===== src/rtl/freq_meter_pkg.sv =====
`default_nettype none
// ============================================================================
// Module   : freq_meter_pkg
// Purpose  : Shared FSM encoding and width helper for the frequency meter.
// Revision : 1.0 - initial release
// ============================================================================
package freq_meter_pkg;

    typedef enum logic [1:0] {
        IDLE   = 2'd0,
        GATE   = 2'd1,
        REPORT = 2'd2
    } state_t;

    // Bits needed to hold values 0 .. value-1.
    function automatic int clog2(input int value);
        int r;
        r = 0;
        while ((longint'(1) << r) < longint'(value)) begin
            r++;
        end
        return r;
    endfunction

endpackage
`default_nettype wire


===== src/rtl/sync_edge_det.sv =====
`default_nettype none
// ============================================================================
// Module   : sync_edge_det
// Purpose  : 2-FF synchronizer plus rising-edge detector for async inputs.
// Revision : 1.0 - initial release
// ============================================================================
module sync_edge_det (
    input  logic clk,
    input  logic rst_n,
    input  logic din,
    output logic rise
);

    logic r_s1;
    logic r_s2;
    logic r_s3;

    always_ff @(posedge clk or negedge rst_n) begin
        if (!rst_n) begin
            r_s1 <= 1'b0;
            r_s2 <= 1'b0;
            r_s3 <= 1'b0;
        end else begin
            r_s1 <= din;
            r_s2 <= r_s1;
            r_s3 <= r_s2;
        end
    end

    assign rise = r_s2 & ~r_s3;

endmodule
`default_nettype wire


===== src/rtl/clk_freq_meter.sv =====
`default_nettype none
// ============================================================================
// Module   : clk_freq_meter
// Purpose  : Counts rising edges of an async signal over a fixed gate window.
// Revision : 1.0 - initial release
// ============================================================================
module clk_freq_meter
    import freq_meter_pkg::*;
#(
    parameter int GATE_CYCLES = 50000,
    parameter int CNT_W       = 16,
    parameter int MIN_CNT     = 0,
    parameter int MAX_CNT     = 65535
) (
    input  logic             clk,
    input  logic             rst_n,
    input  logic             enable,
    input  logic             sig_in,
    output logic [CNT_W-1:0] freq_cnt,
    output logic             cnt_valid,
    output logic             in_range,
    output logic             overflow,
    output logic             busy
);

    localparam int                    c_gate_w    = clog2(GATE_CYCLES);
    localparam logic [c_gate_w-1:0]   c_gate_last = c_gate_w'(GATE_CYCLES - 1);
    localparam logic [CNT_W-1:0]      c_cnt_max   = '1;

    state_t              r_state;
    state_t              w_state_next;
    logic [c_gate_w-1:0] r_gate_cnt;
    logic [CNT_W-1:0]    r_edge_cnt;
    logic                r_ovf;
    logic                w_rise;
    logic                w_clear;
    logic                w_count;
    logic                w_load;
    logic                w_sat;
    logic [CNT_W-1:0]    w_edge_next;
    logic                w_ovf_next;
    logic                w_ge_min;
    logic                w_le_max;

    sync_edge_det u_sync (
        .clk   (clk),
        .rst_n (rst_n),
        .din   (sig_in),
        .rise  (w_rise)
    );

    always_ff @(posedge clk or negedge rst_n) begin
        if (!rst_n) begin
            r_state <= IDLE;
        end else begin
            r_state <= w_state_next;
        end
    end

    always_comb begin
        w_state_next = r_state;
        w_clear      = 1'b0;
        w_count      = 1'b0;
        w_load       = 1'b0;
        case (r_state)
            IDLE: begin
                if (enable) begin
                    w_clear      = 1'b1;
                    w_state_next = GATE;
                end
            end
            GATE: begin
                if (!enable) begin
                    w_state_next = IDLE;
                end else begin
                    w_count = 1'b1;
                    if (r_gate_cnt == c_gate_last) begin
                        w_load       = 1'b1;
                        w_state_next = REPORT;
                    end
                end
            end
            REPORT: begin
                if (enable) begin
                    w_clear      = 1'b1;
                    w_state_next = GATE;
                end else begin
                    w_state_next = IDLE;
                end
            end
            default: w_state_next = IDLE;
        endcase
    end

    // The result is loaded from the next-count value so the final gate
    // cycle's edge is included and the outputs are fresh during REPORT.
    assign w_sat       = (r_edge_cnt == c_cnt_max);
    assign w_edge_next = (w_rise && !w_sat) ? r_edge_cnt + CNT_W'(1) : r_edge_cnt;
    assign w_ovf_next  = r_ovf | (w_rise & w_sat);

    generate
        if (MIN_CNT <= 0) begin : g_min_open
            assign w_ge_min = 1'b1;
        end else begin : g_min_cmp
            assign w_ge_min = (w_edge_next >= CNT_W'(MIN_CNT));
        end
        if (longint'(MAX_CNT) >= (longint'(1) << CNT_W) - 1) begin : g_max_open
            assign w_le_max = 1'b1;
        end else begin : g_max_cmp
            assign w_le_max = (w_edge_next <= CNT_W'(MAX_CNT));
        end
    endgenerate

    always_ff @(posedge clk or negedge rst_n) begin
        if (!rst_n) begin
            r_gate_cnt <= '0;
            r_edge_cnt <= '0;
            r_ovf      <= 1'b0;
        end else if (w_clear) begin
            r_gate_cnt <= '0;
            r_edge_cnt <= '0;
            r_ovf      <= 1'b0;
        end else if (w_count) begin
            r_gate_cnt <= r_gate_cnt + c_gate_w'(1);
            r_edge_cnt <= w_edge_next;
            r_ovf      <= w_ovf_next;
        end
    end

    always_ff @(posedge clk or negedge rst_n) begin
        if (!rst_n) begin
            freq_cnt <= '0;
            overflow <= 1'b0;
            in_range <= 1'b0;
        end else if (w_load) begin
            freq_cnt <= w_edge_next;
            overflow <= w_ovf_next;
            in_range <= w_ge_min & w_le_max & ~w_ovf_next;
        end
    end

    assign cnt_valid = (r_state == REPORT);
    assign busy      = (r_state != IDLE);

endmodule
`default_nettype wire


===== config.mk =====
export PLATFORM = sky130hd
export DESIGN_NAME = clk_freq_meter
export DESIGN_NICKNAME = d
export VERILOG_FILES = /design/src/rtl/freq_meter_pkg.sv /design/src/rtl/sync_edge_det.sv /design/src/rtl/clk_freq_meter.sv
export SDC_FILE = /design/constraint.sdc
export NUM_CORES = 1
export LEC_CHECK = 0
export BUFFER_PORTS_ARGS = -buffer_cell sky130_fd_sc_hd__buf_2
export CELL_PAD_IN_SITES_DETAIL_PLACEMENT = 1
export CELL_PAD_IN_SITES_GLOBAL_PLACEMENT = 2
export CORE_MARGIN = 3
export CORE_UTILIZATION = 38
export CTS_BUF_LIST = sky130_fd_sc_hd__clkbuf_4 sky130_fd_sc_hd__clkbuf_8 sky130_fd_sc_hd__clkbuf_16
export CTS_CLUSTER_DIAMETER = 60
export DETAILED_ROUTE_END_ITERATION = 8
export PLACE_DENSITY = 0.86
export SYNTH_ARGS = -nofsm -noshare
export SYNTH_HDL_FRONTEND = slang
export SYNTH_HIERARCHICAL = 1
export SYNTH_SLANG_ARGS = --single-unit

===== constraint.sdc =====
create_clock -name clk -period 2.4 [get_ports clk]
set_input_delay 0.48 -clock clk [delete_from_list [all_inputs] [get_ports clk]]
set_output_delay 0.48 -clock clk [all_outputs]
set_load 0.05 [all_outputs]

# Word-level counts from Yosys, hierarchy flattened

Cells that the tools add are included.

Bitwise gates (word level): 5
Mux-type cells: 18
$add $sub $neg: 2
Eq/ne operators: 6
Reductions and logical operators: 7

Operators with widths:

| kind                  | count |
|---|---|
| $mux 16               | 5 |
| $add 16x1->16 const B | 2 |
| $eq 16x16->1 const B  | 2 |
| $mux 1                | 9 |
| $mux 2                | 3 |
| $pmux 2 s3            | 1 |
| $reduce_bool 2->1     | 2 |
| $ne 3x3->1 const B    | 1 |
| $and 1x1->1           | 2 |
| $eq 2x1->1 const B    | 1 |
| $eq 2x2->1 const B    | 1 |
| $logic_not 2->1       | 1 |
| $ne 2x2->1 const B    | 1 |
| $not 1->1             | 2 |
| $reduce_and 2->1      | 1 |
| $reduce_or 2->1       | 1 |
| $logic_and 1x1->1     | 1 |
| $logic_not 1->1       | 1 |
| $or 1x1->1            | 1 |

Input bits: 4
Output and inout bits: 20
Flip-flop bits (word level): 56

# Longest topological paths before layout

Word-level depth: 6
Mapped depth: 7
Mapped depth without buffers: 5

# Hierarchy

Netlist, hierarchy kept.

By module, submodules not included:

| module         | times used | area each (sq um) | cells each | seq. area each (sq um) |
|---|---|---|---|---|
| clk_freq_meter | 1          | 3081.7            | 337        | 1326.3 |
| sync_edge_det  | 1          | 88.8              | 4          | 75.1 |

# Least setup slack after synthesis

OpenSTA, ideal clock, no wires.

Path type: flip-flop to flip-flop
From: register r_edge_cnt[0]
To: register freq_cnt[14]
Setup time: 0.125 ns
Arrival time: 1.898 ns
Path buffers: 0
Data required time: 2.275 ns
Path slack: 0.378 ns
Period minus slack after synthesis: 2.022 ns
Cell stages (with the launch flop): 6
Cells stage by stage: dfrtp_1 > ha_1 > nand4_1 > nor4_1 > mux2_2 > mux2_2

Word-level cells in the longest chain between the ends: 4

RTL lines:

| what                                                                  | RTL line              | text |
|---|---|---|
| start, declared                                                       | clk_freq_meter.sv:33  | `logic [CNT_W-1:0] r_edge_cnt;` |
| start signal, assigned                                                | clk_freq_meter.sv:125 | `r_edge_cnt <= w_edge_next;` |
| parallel branches: the longest is 3 deep, another holds $add 16x1->16 | -                     |  |
| $mux 16 (*)                                                           | clk_freq_meter.sv:98  | `assign w_edge_next = (w_rise && !w_sat) ? r_edge_cnt + CNT_W'(1) : r_edge_cnt;` |
| end signal, assigned                                                  | clk_freq_meter.sv:136 | `freq_cnt <= w_edge_next;` |
| end, declared                                                         | clk_freq_meter.sv:19  | `output logic [CNT_W-1:0] freq_cnt,` |

Mark *: on every way between the ends.
A chain may end at the register's enable or synchronous reset.

# Worst setup path in the final report

Ends and elaborated chain as after synthesis.

==> reports/metrics.json <==
{
  "status": {"value": "complete, no violations"},
  "cp-end-kind": {"value": "flop"},
  "ys.warnings.count": {"value": 6},
  "port-buffer-count": {"value": 23},
  "synth.yosys.seq_area_share": {"value": 44.2, "unit": "%"},
  "yosysUniqueCellTypes": {"value": 58},
  "route.vias.total": {"value": 2803},
  "period_share": {"value": 93.3, "unit": "%"},
  "routed-wl-met3": {"value": 359, "unit": "um"},
  "synth_area_leader_cell": {"value": "sky130_fd_sc_hd__dfrtp_1"},
  "cellLeakagePower": {"value": 1.49, "unit": "nW"},
  "postSynthRegisterBits": {"value": 56},
  "number_of_non_filler_instances_in_the_completed_layout": {"value": 458},
  "area_of_the_mapped_netlist": {"value": 0.00317, "unit": "mm^2"},
  "drt-wirelength-per-cell": {"value": 19.2, "unit": "um"},
  "worstReg2RegStart": {"value": "r_edge_cnt[0]"},
  "synthesis.area_per_instance": {"value": 9.30, "unit": "um^2"},
  "slew_headroom": {"value": 52.0, "unit": "%"},
  "switching_share": {"value": 25.3, "unit": "%"},
  "cts-htree-levels": {"value": 2},
  "hold_start": {"value": "sig_in"},
  "powerDensity": {"value": 470, "unit": "mW/mm^2"},
  "grt_start_max_net_pins": {"value": 57},
  "design_power_total": {"value": 1.62, "unit": "mW"},
  "depth_of_the_most_critical_reg_to_reg_path": {"value": 5},
  "hold_violations": {"value": 0},
  "cts_setup_buffers": {"value": 0},
  "sequential_power_share": {"value": 61.1, "unit": "%"},
  "fin_tns_setup": {"value": 0, "unit": "ns"},
  "fillers": {"value": 945},
  "crit_required": {"value": 2.60, "unit": "ns"},
  "clock_latency": {"value": 0.31, "unit": "ns"},
  "violation_count_after_the_first_detailed_routing_iteration": {"value": 203},
  "reg2reg_to": {"value": "freq_cnt[14]"},
  "synth_top_cell_area_share": {"value": 44.2, "unit": "%"},
  "min_path_type": {"value": "in2reg"},
  "synth.net_count": {"value": 347},
  "final-max-slew-violation-count": {"value": 0},
  "cts.hold.buffers_added": {"value": 0},
  "p_switching": {"value": 410, "unit": "uW"},
  "post-place-cells": {"value": 451},
  "finalClockSkew": {"value": 0.0108, "unit": "ns"},
  "post_synth_most_frequent_cells": {"value": "56 x sky130_fd_sc_hd__dfrtp_1, 32 x sky130_fd_sc_hd__nand2_1, 27 x sky130_fd_sc_hd__o21ai_0"},
  "num-nets-final": {"value": 362},
  "setup_viol": {"value": 0},
  "synthesis.instances": {"value": 341},
  "grt_pass1_wl": {"value": 14900, "unit": "um"},
  "first_global_vias": {"value": 2789},
  "design.die.area": {"value": 0.00948, "unit": "mm^2"},
  "routed_via_density": {"value": 6.12},
  "worst-setup-path-type": {"value": "reg2reg"},
  "synthArstFlopShare": {"value": 100, "unit": "%"},
  "cts-root-buf": {"value": "sky130_fd_sc_hd__clkbuf_8"},
  "cts_tree": {"value": "built"},
  "synthMostInstantiatedCell": {"value": "sky130_fd_sc_hd__dfrtp_1"},
  "areaGrowthSynthToFinish": {"value": 8.88, "unit": "%"},
  "synthFlopType": {"value": "sky130_fd_sc_hd__dfrtp_1"},
  "globalRouteTotalUtil": {"value": 19.1, "unit": "%"},
  "overflow": {"value": 0},
  "post-place-ws": {"value": 0.166, "unit": "ns"},
  "antenna_cells_inserted": {"value": 0},
  "finalWorstPathRequiredPeriod": {"value": 2.24, "unit": "ns"},
  "power.ir.vdd_worst": {"value": 240, "unit": "uV"},
  "met2RoutedLength": {"value": 4190, "unit": "um"},
  "detailed_placement_hpwl": {"value": 6190, "unit": "um"},
  "min_to": {"value": "u_sync/r_s1"},
  "critical_path.startpoint_type": {"value": "flop"},
  "detail-route-antenna-nets": {"value": 0},
  "max_freq": {"value": 447, "unit": "MHz"},
  "maximum_net_fanout_on_the_critical_path": {"value": 7},
  "cts.reportedPaths.clkPinSlew": {"value": 0.10, "unit": "ns"},
  "cell_internal_pwr": {"value": 1.21, "unit": "mW"},
  "timing_worst_slew_pin_value": {"value": 0.720, "unit": "ns"},
  "floorplan.core_area": {"value": 0.00793, "unit": "mm^2"},
  "max_cap_viol_count": {"value": 0},
  "ctsResizeCount": {"value": 0},
  "unrepaired_setup_endpoints_after_global_routing": {"value": "false"},
  "routed.top_layer": {"value": "met4"},
  "dr.pass1.iters": {"value": 4},
  "drc": {"value": 0},
  "drt-total-wl": {"value": 8810, "unit": "um"},
  "final_layout_size_suffix_gt1_share": {"value": 18.0, "unit": "%"},
  "hold_depth": {"value": 1},
  "die_h": {"value": 97.3, "unit": "um"},
  "clock-sinks": {"value": 56},
  "met1_length": {"value": 4160, "unit": "um"},
  "num_rows": {"value": 32},
  "cts_inserted_buffers": {"value": 5},
  "start_util": {"value": 40.0, "unit": "%"},
  "count_of_flip_flops_with_a_built_in_enable_after_synthesis": {"value": 0},
  "floorplan.die.width": {"value": 97.3, "unit": "um"},
  "r2r_slack": {"value": 0.16, "unit": "ns"},
  "place_congestion": {"value": 0.839},
  "comb_power_share": {"value": 7.4, "unit": "%"},
  "cts_max_path_buffers": {"value": 2},
  "grt_antenna_before_repair": {"value": 0},
  "critical_path_arrival": {"value": 2.44, "unit": "ns"},
  "netlist_top_cells_area": {"value": "sky130_fd_sc_hd__dfrtp_1 44%, sky130_fd_sc_hd__o21ai_0 4.3%, sky130_fd_sc_hd__a21oi_1 4.1%"},
  "final_critical_path_setup_slack": {"value": 0.161, "unit": "ns"},
  "pwr-share-clk": {"value": 31.5, "unit": "%"},
  "ios": {"value": 24}
}
[routing by layer]
layer,up-vias,global-route usage (%)
li1,1324,-
met1,1419,27.0
met2,52,31.6
met3,8,2.66
met4,0,3.62
met5,-,0
[critical path: stages, from the launching register on]
cell,delay (ns)
sky130_fd_sc_hd__dfrtp_1,0.48
sky130_fd_sc_hd__ha_1,0.24
sky130_fd_sc_hd__nand4_1,0.26
sky130_fd_sc_hd__nor4_1,0.52
sky130_fd_sc_hd__mux2_2,0.38
sky130_fd_sc_hd__mux2_2,0.26
[area by class of cell]
class / count / area, um^2 / area share, %
Clock buffer: 6 / 76.3 / 2.21
Clock inverter: 1 / 5.00 / 0.145
Inverter: 9 / 33.8 / 0.979
Multi-Input combinational cell: 249 / 1600 / 46.4
Sequential cell: 56 / 1400 / 40.6
Tap cell: 102 / 128 / 3.70
Timing Repair Buffer: 35 / 205 / 5.94
[how the worst max path moves through the flow]
stage,from,to,slack (ns),cells past startpoint
final,r_edge_cnt[0],freq_cnt[14],0.16,5
after global routing,r_edge_cnt[0],freq_cnt[5],0.03,6
after CTS,r_edge_cnt[0],freq_cnt[14],0.15,5
after detailed placement,r_edge_cnt[0],freq_cnt[14],0.17,5
after global placement,r_edge_cnt[0],freq_cnt[5],0.32,6
after floorplan,r_edge_cnt[0],freq_cnt[14],0.38,5
[per-stage QoR]
step                instance area, um^2  hold WS [ns]  util (%)
floorplan                          3170         0.184         -
global placement                   3370         0.333      42.5
detailed placement                 3370         0.346      42.5
CTS                                3450         0.262      43.5
global route                       3450         0.260      43.5
finish                             3450         0.272      43.5
[power by group through the flow]
stage / clock network (mW) / logic [mW] / registers (mW)
2_1_floorplan: 0 / 0.0697 / 1.00
3_3_place_gp: 0 / 0.117 / 1.01
3_5_place_dp: 0 / 0.122 / 1.01
4_1_cts: 0.531 / 0.123 / 0.991
5_1_grt: 0.572 / 0.135 / 0.996
6_report: 0.510 / 0.120 / 0.991
[cells by family after synthesis]
group                    Yosys count  synth area share, %
XOR/XNOR                           3                0.829
AND/OR/NAND/NOR                  127                 23.4
multiplexers                      11                 3.79
buffers and inverters             36                 5.25
adder cells (fa/ha/maj)            2                0.789
AO/OA/AOI/OAI                    106                 21.7
flip-flops                        56                 44.2
[placed cells by master (no fill, tap or decap), types with 5 or more instances in the layout]
cell | synthesis | layout
sky130_fd_sc_hd__a21oi_1 | 26 | 26
sky130_fd_sc_hd__a31oi_1 | 14 | 14
sky130_fd_sc_hd__buf_2 | 6 | 23
sky130_fd_sc_hd__buf_4 | 4 | 12
sky130_fd_sc_hd__clkbuf_8 | 0 | 5
sky130_fd_sc_hd__dfrtp_1 | 56 | 56
sky130_fd_sc_hd__inv_1 | 9 | 9
sky130_fd_sc_hd__mux2_2 | 8 | 8
sky130_fd_sc_hd__nand2_1 | 32 | 32
sky130_fd_sc_hd__nand3_1 | 17 | 17
sky130_fd_sc_hd__nand4_1 | 15 | 15
sky130_fd_sc_hd__nor2_1 | 11 | 11
sky130_fd_sc_hd__nor3_1 | 7 | 7
sky130_fd_sc_hd__nor4_1 | 6 | 6
sky130_fd_sc_hd__o211ai_1 | 6 | 6
sky130_fd_sc_hd__o21ai_0 | 27 | 27
sky130_fd_sc_hd__or3_1 | 6 | 6
sky130_fd_sc_hd__or4_1 | 5 | 5
[sequential cells by signal, indices dropped and copies added (netlist names)]
signal	flops
freq_cnt	16
r_gate_cnt	16
in_range	1
u_sync/r_s3	1
r_state	2
overflow	1
r_ovf	1
u_sync/r_s2	1
r_edge_cnt	16
u_sync/r_s1	1
Note: power is estimated with default switching activity, not from simulation.
